## src/rtl/seq_detector_pkg.sv

```systemverilog
// Shared types and helpers for the serial sequence detector: FSM state
// encoding, fill-counter width and the legal range of the history length.
package seq_detector_pkg;

    localparam int W_MIN = 2;
    localparam int W_MAX = 16;

    typedef enum logic [1:0] {
        ST_EMPTY = 2'b00,
        ST_FILL  = 2'b01,
        ST_ARMED = 2'b10
    } state_t;

    // Fill counts 0..w inclusive, so it needs one more code than w itself.
    function automatic int fill_w(input int w);
        return $clog2(w + 1);
    endfunction

endpackage

```

## src/rtl/sat_counter.sv

```systemverilog
// Saturating up-counter with synchronous clear and a sticky flag that is set
// on the increment that reaches all-ones.
module sat_counter #(
    parameter int CW = 8
) (
    input  logic          clk,
    input  logic          rst,
    input  logic          clr,
    input  logic          inc,
    output logic [CW-1:0] cnt,
    output logic          sat
);

    localparam logic [CW-1:0] CNT_MAX = '1;

    always_ff @(posedge clk) begin
        if (rst || clr) begin
            cnt <= '0;
            sat <= 1'b0;
        end else if (inc && (cnt != CNT_MAX)) begin
            cnt <= cnt + 1'b1;
            if (cnt == CNT_MAX - 1'b1) begin
                sat <= 1'b1;
            end
        end
    end

endmodule

```

## src/rtl/seq_detector_n.sv

```systemverilog
// W-bit serial sequence detector with runtime pattern, valid qualifier,
// overlap/non-overlap mode, saturating match counter and soft clear.
module seq_detector_n
    import seq_detector_pkg::*;
#(
    parameter int W     = 4,
    parameter int CNT_W = 8
) (
    input  logic             clk,
    input  logic             rst,
    input  logic             in_valid,
    input  logic             in_sig,
    input  logic [W-1:0]     pattern,
    input  logic             overlap,
    input  logic             clear,
    output logic [W-1:0]     hist,
    output logic             match,
    output logic [CNT_W-1:0] match_cnt,
    output logic             cnt_sat,
    output logic [1:0]       state_o
);

    localparam int FW = fill_w(W);
    localparam logic [FW-1:0] FILL_ARM  = FW'(W - 1);
    localparam logic [FW-1:0] FILL_FULL = FW'(W);

    if ((W < W_MIN) || (W > W_MAX)) begin : g_bad_w
        $error("seq_detector_n: W out of range");
    end

    state_t        state;
    state_t        state_next;
    logic [FW-1:0] fill;
    logic [FW-1:0] fill_next;
    logic [W-1:0]  hist_next;
    logic          state_ok;
    logic          match_now;

    // Match is judged on the pre-shift history plus the incoming bit; fill
    // gating keeps the zero history after reset from matching a zero pattern.
    always_comb begin
        hist_next = {hist[W-2:0], in_sig};
        state_ok  = (state == ST_EMPTY) || (state == ST_FILL) || (state == ST_ARMED);
        match_now = in_valid && state_ok && (fill >= FILL_ARM) && (hist_next == pattern);

        if (match_now) begin
            fill_next = overlap ? FILL_FULL : '0;
        end else if (fill >= FILL_FULL) begin
            fill_next = FILL_FULL;
        end else begin
            fill_next = fill + 1'b1;
        end

        if (fill_next == '0) begin
            state_next = ST_EMPTY;
        end else if (fill_next >= FILL_ARM) begin
            state_next = ST_ARMED;
        end else begin
            state_next = ST_FILL;
        end
    end

    always_ff @(posedge clk) begin
        if (rst || clear) begin
            hist  <= '0;
            fill  <= '0;
            state <= ST_EMPTY;
            match <= 1'b0;
        end else if (!state_ok) begin
            fill  <= '0;
            state <= ST_EMPTY;
            match <= 1'b0;
        end else if (in_valid) begin
            hist  <= hist_next;
            fill  <= fill_next;
            state <= state_next;
            match <= match_now;
        end else begin
            match <= 1'b0;
        end
    end

    assign state_o = state;

    sat_counter #(
        .CW(CNT_W)
    ) u_match_cnt (
        .clk(clk),
        .rst(rst),
        .clr(clear),
        .inc(match_now),
        .cnt(match_cnt),
        .sat(cnt_sat)
    );

endmodule

```

## config.mk

```make
export PLATFORM = sky130hd
export DESIGN_NAME = seq_detector_n
export DESIGN_NICKNAME = d
export VERILOG_FILES = /design/src/rtl/seq_detector_pkg.sv /design/src/rtl/sat_counter.sv /design/src/rtl/seq_detector_n.sv
export SDC_FILE = /design/constraint.sdc
export NUM_CORES = 1
export LEC_CHECK = 0
export ABC_AREA = 1
export CAP_MARGIN = 30
export CORE_UTILIZATION = 48
export DETAILED_ROUTE_END_ITERATION = 16
export PLACE_DENSITY_LB_ADDON = 0.3
export SYNTH_ARGS = -nofsm -noshare
export SYNTH_HDL_FRONTEND = slang
export SYNTH_SLANG_ARGS = --single-unit
```

## constraint.sdc

```tcl
create_clock -name clk -period 1.8 [get_ports clk]
set_input_delay 0.36 -clock clk [delete_from_list [all_inputs] [get_ports clk]]
set_output_delay 0.36 -clock clk [all_outputs]
set_load 0.01 [all_outputs]
```

; After elaboration in Yosys (flattened, before gate mapping)
; Index checks and enable logic that the tools add are counted.
[word_totals]
reg_bits = 19
in_bits = 10
output_inout_bits = 16
wordCells = 36
[classes]
n_addsub = 2
order_cmp = 3
eq_ne = 5
mux = 5
bitwise_logic = 2
n_reduce_logical = 13
[ops]
columns = operator, n
row1 = $mux 3, 3
row2 = $add 8x1->8 const B, 1
row3 = $eq 8x8->1 const B, 1
row4 = $ne 8x8->1 const B, 1
row5 = $ge 3x2->1 const B, 2
row6 = $eq 4x4->1, 1
row7 = $logic_and 1x1->1, 4
row8 = $mux 2, 2
row9 = $reduce_and 2->1, 2
row10 = $add 3x1->3 const B, 1
row11 = $ge 3x3->1 const B, 1
row12 = $logic_not 3->1, 1
row13 = $logic_or 1x1->1, 3
row14 = $reduce_or 3->1, 1
row15 = $eq 2x1->1 const B, 1
row16 = $eq 2x2->1 const B, 1
row17 = $logic_not 2->1, 1
row18 = $not 1->1, 2
row19 = $reduce_or 2->1, 1

; Depth between registers and ports, before layout
; Gate-level depths: netlist (run 1).
[logic_depth]
ltp_word = 10
depth_mapped = 12
mapped_depth_nobuf = 12

; Modules after synthesis
; From an unflattened synthesis (run 1), not the netlist that was laid out.
[unflattened]
hier_cells = 167
area_unflattened_um2 = 1129.8
[modules_own_cells]
columns = module, n_inst, cells_each, area_each_um2
row1 = seq_detector_n, 1, 91, 618.1
row2 = sat_counter, 1, 76, 511.7

; Least setup slack after synthesis (run 1)
; No wires, ideal clock.
[synth_path]
path_kind = register -> register
startpoint = reg fill[0]
endpoint = reg u_match_cnt.cnt[2]
setup_time_ns = 0.116
arrival_time_ns = 1.408
t_required_ns = 1.684
slack_ns = 0.276
path_stages_with_launch = 12
path_buffers = 0
synth_period_minus_slack_ns = 1.524
cell_sequence = dfxtp_1 > ha_1 > ha_1 > nor2_1 > nand2_1 > nand2_1 > inv_1 > nand3_4 > a21oi_4 > nand2_2 > o21ai_0 > nor2_1
[synth_between]
elab_chain_cells = 4
[synth_rtl]
columns = item, line
row1 = from (decl), seq_detector_n.sv:33  ; logic [FW-1:0] fill;
row2 = from (signal assigned), seq_detector_n.sv:75  ; fill <= fill_next;
row3 = $ge 3x2->1, seq_detector_n.sv:44  ; match_now = in_valid && state_ok && (fill >= FILL_ARM) && (hist_next == pattern);
row4 = $logic_and 1x1->1 (2 in series), seq_detector_n.sv:44
row5 = $logic_and 1x1->1, sat_counter.sv:20  ; end else if (inc && (cnt != CNT_MAX)) begin
row6 = to (signal assigned), sat_counter.sv:21  ; cnt <= cnt + 1'b1;
row7 = to (decl), sat_counter.sv:10  ; output logic [CW-1:0] cnt,
; Every way passes these cells.
; A chain may end at the register's enable or synchronous reset.

; Worst setup path after layout (run 1)
[layout_path]
startpoint = reg u_match_cnt.cnt[5]
endpoint = out match_cnt[5]
[layout_rtl]
columns = item, line
row1 = to (decl), seq_detector_n.sv:18  ; output logic [CNT_W-1:0] match_cnt,
; No word-level cell between the ends.

==> flow_results.org, run 1 <==
** Run status
- The run finished with clean final reports.

** Routing
- Remaining routing DRC violations :: 0
- The count of nets left with antenna violations once routing finished came out at 0.
- For this block, the initial DRC count from the detailed router was 23.
- The routed layout has around 1,000 vias.
- For this block, the routed nets add up to roughly 2.3 mm of wire.
- In the final routed layout, each cell accounts on average for around 10 um.
- The first detailed-routing pass took 4 iterations.
- Vias per Instance :: about 4.8

** Pwr
- Leakage power :: approximately 0.59 nW
- For this design the ratio of total power to cell area is ~530 nW/um^2.
- The worst-case IR drop observed on VDD is 0.411 mV.
- The design draws between 0.7 and 0.8 mW.

** STA
- Remaining max-slew budget at the tightest pin :: between 70% and 80%
- For the pin with the worst max-slew slack, the measured transition is between 0.3 and 0.4 ns.
- Max frequency :: 0.598 GHz
- Number of slew-limit violations in the final report :: 0
- Post-Route Skew :: about 0.0017 ns
- Setup violations remaining at the end of the flow were counted as 0.
- In the final timing run, aggregate negative setup slack is 0 ns.
- Crit share post-route :: about 93%
- Subtracting the final worst setup slack from the clock period gives 1.67 ns.
- Setup repair after global routing left no endpoint under its margin.
- The count of endpoints failing hold in the final timing report came to 0.

** Critical path
- In this run the critical register-to-register path is captured at state_o[0]$_SDFFE_PP0P_.
- In this design, the stage delay of the slowest critical-path cell is ~0.57 ns.
- Max stage delay cell, worst path :: sky130_fd_sc_hd__clkdlybuf4s50_1
- Number of cells on the worst reg-to-reg path :: 12
- Across all register-to-register paths, the minimum setup slack is ~0.14 ns.
- The startpoint identified for the worst register-to-register timing path is fill[0]$_SDFFE_PP0P_.
- Startpoint type of the worst setup path :: flop
- Walking the worst path, the cells encountered are clkdlybuf4s50_1.
- Data arrival time of the critical path :: roughly 1.3 ns
- Along the worst path, the maximum fanout reaches 5.
- Buffers plus inverters on the worst setup path :: 1
- Broken down by cell family, the worst path's largest delay share belongs to buffers and inverters.
- Category of the worst setup path capture point :: output port
- The setup path with the least slack is of type reg -> out.
- At the worst endpoint, the required time is 1.44 ns.

** Die
- The core region is between 2000 and 2500 um^2.
- Once the floorplan was initialized, standard cells occupied ~52% of the core.
- In this run the horizontal extent of the chip is approximately 49 um.
- Num rows :: 16
- IO Pins :: 26
- Vert. Die Dim :: approximately 49 um
- The floorplan step defined a die boundary enclosing between 2000 and 2500 um^2.

** Global routing
- The first global-routing pass estimated a little under 4 mm of wire.
- The number of antenna violations at the first check in global routing came to 0.
- Global routing finished with a remaining overflow of 0.
- The via count of the first global-routing pass came to just under 1,000.
- Combined global-route utilization of all metal layers :: 20.8%
- Largest net degree at the start of global routing :: 12

** Synthesis
- Complex-gate fraction of the synthesized area :: approximately an eighth
- By area, the combinational part of the netlist is dominated by simple AND/OR/NAND/NOR gates.
- The synthesized netlist devotes 5.90% of its cell area to adder and majority cells.
- Synth Area per Inst :: approximately 6.8 um^2
- Summed instance area of the synthesized netlist :: approximately 1100 um^2
- Simple-gate area share of the yosys netlist :: between 30% and 40%
- Total of warnings raised by yosys :: 0
- Summing the sequential cell areas from Yosys gives 35.9% of the chip area.
- In the synthesized netlist, the number of instances is 157.
- Share of synthesized area spent on multiplexers :: 0%
- Total of flip-flops plus latches after synthesis :: 19
- Count of unique library cells instantiated by Yosys :: 21
- XOR/XNOR Fraction of Synth Area :: 3.31%
- Synthesis produced a netlist with a net count of ~170.

** CTS
- Clock tree synthesis inserted a total of 3 buffers.
- Once the clock tree was built, the setup fixing pass inserted 0 buffers.
- In this run the number of H-tree levels came out at 1.
- CTS Buffer Depth :: 2
- Clock insertion delay at the later pin of the skew report :: roughly 0.30 ns
- Clock tree from TritonCTS :: yes
- Root cell of the clock tree :: sky130_fd_sc_hd__clkbuf_4
- Clock transition at the register clock pins on the worst setup and hold paths after CTS :: around 0.11 ns
- The clock net in this run drives a total of 19 sinks.

** Worst hold path
- Min-Delay Endpoint :: u_match_cnt.sat$_SDFFE_PP0P_
- The worst hold path was traced through 2 stages.
- In this run the worst hold path is classified as reg -> reg.
- Launch instance of the worst min-delay path :: u_match_cnt.sat$_SDFFE_PP0P_

** Cells and area
- # nets final :: 208
- Cell Count, Final, Fillers Out :: about 220
- Filler cell count :: about 170
- In the layout the commonest cells are sky130_fd_sc_hd__nand2_1 (45), sky130_fd_sc_hd__inv_1 (29), sky130_fd_sc_hd__clkdlybuf4s50_1 (25).
- Layout area overhead :: 34.5%
- The post-route netlist has a little over a tenth of its cells at a drive strength greater than 1.
- Most common library cell in the layout ignoring fill and taps :: sky130_fd_sc_hd__nand2_1
- The number of antenna diodes in the final layout is 0.

** Placed design
- Post-detailed-placement half-perimeter wirelength :: roughly 1.7 mm
- At the end of routability-driven placement, the weighted congestion stood at 0.853.
- In this run, placement finished with an instance count of around 220.
- Port Buf Inserts :: 25

** Flow run
- Count of maximum capacitance violations :: 0
==> sequential cells by signal, indices dropped and copies added (netlist names) <==
signal and count:
u_match_cnt.cnt 8, hist 4, fill 3, state_o 2, match 1, u_match_cnt.sat 1
==> synthesized netlist by cell type <==
master	count	share of area, %
sky130_fd_sc_hd__nand2_2	1	0.59
sky130_fd_sc_hd__nand2_1	47	17
sky130_fd_sc_hd__dfxtp_1	19	36
sky130_fd_sc_hd__nor2_1	14	5.0
sky130_fd_sc_hd__nand2_4	1	1.1
sky130_fd_sc_hd__nor3_2	1	0.94
sky130_fd_sc_hd__xor2_1	2	1.7
sky130_fd_sc_hd__nor2_2	1	0.59
sky130_fd_sc_hd__nor2_4	1	1.1
sky130_fd_sc_hd__o21ai_0	6	2.8
sky130_fd_sc_hd__a21oi_1	15	7.1
sky130_fd_sc_hd__nand3_1	6	2.8
sky130_fd_sc_hd__ha_1	5	5.9
sky130_fd_sc_hd__inv_1	29	10
sky130_fd_sc_hd__nor3_1	2	0.94
sky130_fd_sc_hd__a21oi_4	1	1.5
sky130_fd_sc_hd__o21ai_2	1	0.83
sky130_fd_sc_hd__o21ai_1	1	0.47
sky130_fd_sc_hd__nand3_4	1	1.7
sky130_fd_sc_hd__nand4_1	1	0.59
sky130_fd_sc_hd__xnor2_1	2	1.7
==> cell families (layout without fill, tap and decap cells) <==
family                   Yosys count  count (layout)
AO/OA/AOI/OAI                     24              24
XOR/XNOR                           4               4
flip-flops                        19              19
adder cells (fa/ha/maj)            5               5
buffers and inverters             29              64
AND/OR/NAND/NOR                   76              76
==> per-stage QoR <==
stage	utilization (%)	hold slack (ns)	cell area (um^2)	worst slack [ns]
CTS	70.0	0.486	1420	0.102
global placement	68.7	0.449	1390	-0.111
global route	70.5	0.507	1430	0.00323
detailed placement	68.7	0.463	1390	-0.153
finish	70.5	0.478	1430	0.127
floorplan	-	0.473	1060	0.276
==> how the worst max path moves through the flow <==
stage | slack (ns) | end | cells past startpoint | startpoint
after CTS | 0.10 | state_o[0]$_SDFFE_PP0P_ | 12 | fill[0]$_SDFFE_PP0P_
after global placement | -0.11 | u_match_cnt.cnt[0]$_SDFFE_PP0P_ | 10 | in_sig
after floorplan | 0.28 | u_match_cnt.cnt[2]$_SDFFE_PP0P_ | 11 | fill[0]$_SDFFE_PP0P_
after detailed placement | -0.15 | u_match_cnt.cnt[0]$_SDFFE_PP0P_ | 10 | in_sig
after global routing | 0.003 | state_o[0]$_SDFFE_PP0P_ | 12 | fill[0]$_SDFFE_PP0P_
final | 0.13 | match_cnt[5] | 1 | u_match_cnt.cnt[5]$_SDFFE_PP0P_
==> routing by layer <==
layer	GRT usage, %	vias to the layer above	wire [um]
li1	-	552	-
met1	23.4	463	1030
met2	38.2	24	1100
met3	2.80	5	89
met4	9.80	0	34
met5	0	-	0
==> cell type report <==
cell class	instances	area [um^2]	area share, %
well taps	27	33.8	2.37
multi-input cells	109	576	40.4
flip-flops and latches	19	384	27.0
clock buffers	3	22.5	1.58
inverters	29	109	7.64
repair buffers	31	295	20.7
clock inverters	1	5.00	0.351
==> where the power goes <==
| part | internal, mW | switching [mW] |
|---|---|---|
| logic | 0.0499 | 0.0521 |
| registers | 0.427 | 0.00713 |
| clock network | 0.0829 | 0.142 |
==> timing repair <==
item	CTS	global route
resized for setup	0	5
setup endpoints to repair	0	5
hold buffers	0	0
endpoints found under the hold margin	0	0
(Power assumes the default switching activity.)
==> inputs of run 2 (changes only) <==
--- a/config.mk
+++ b/config.mk
@@ -10,6 +10,7 @@
 export CORE_UTILIZATION = 48
 export DETAILED_ROUTE_END_ITERATION = 16
 export PLACE_DENSITY_LB_ADDON = 0.3
+export SLEW_MARGIN = 20
 export SYNTH_ARGS = -nofsm -noshare
 export SYNTH_HDL_FRONTEND = slang
 export SYNTH_SLANG_ARGS = --single-unit
==> results of run 2 <==
The final DEF is identical to that of run 1; final timing and power are the same.
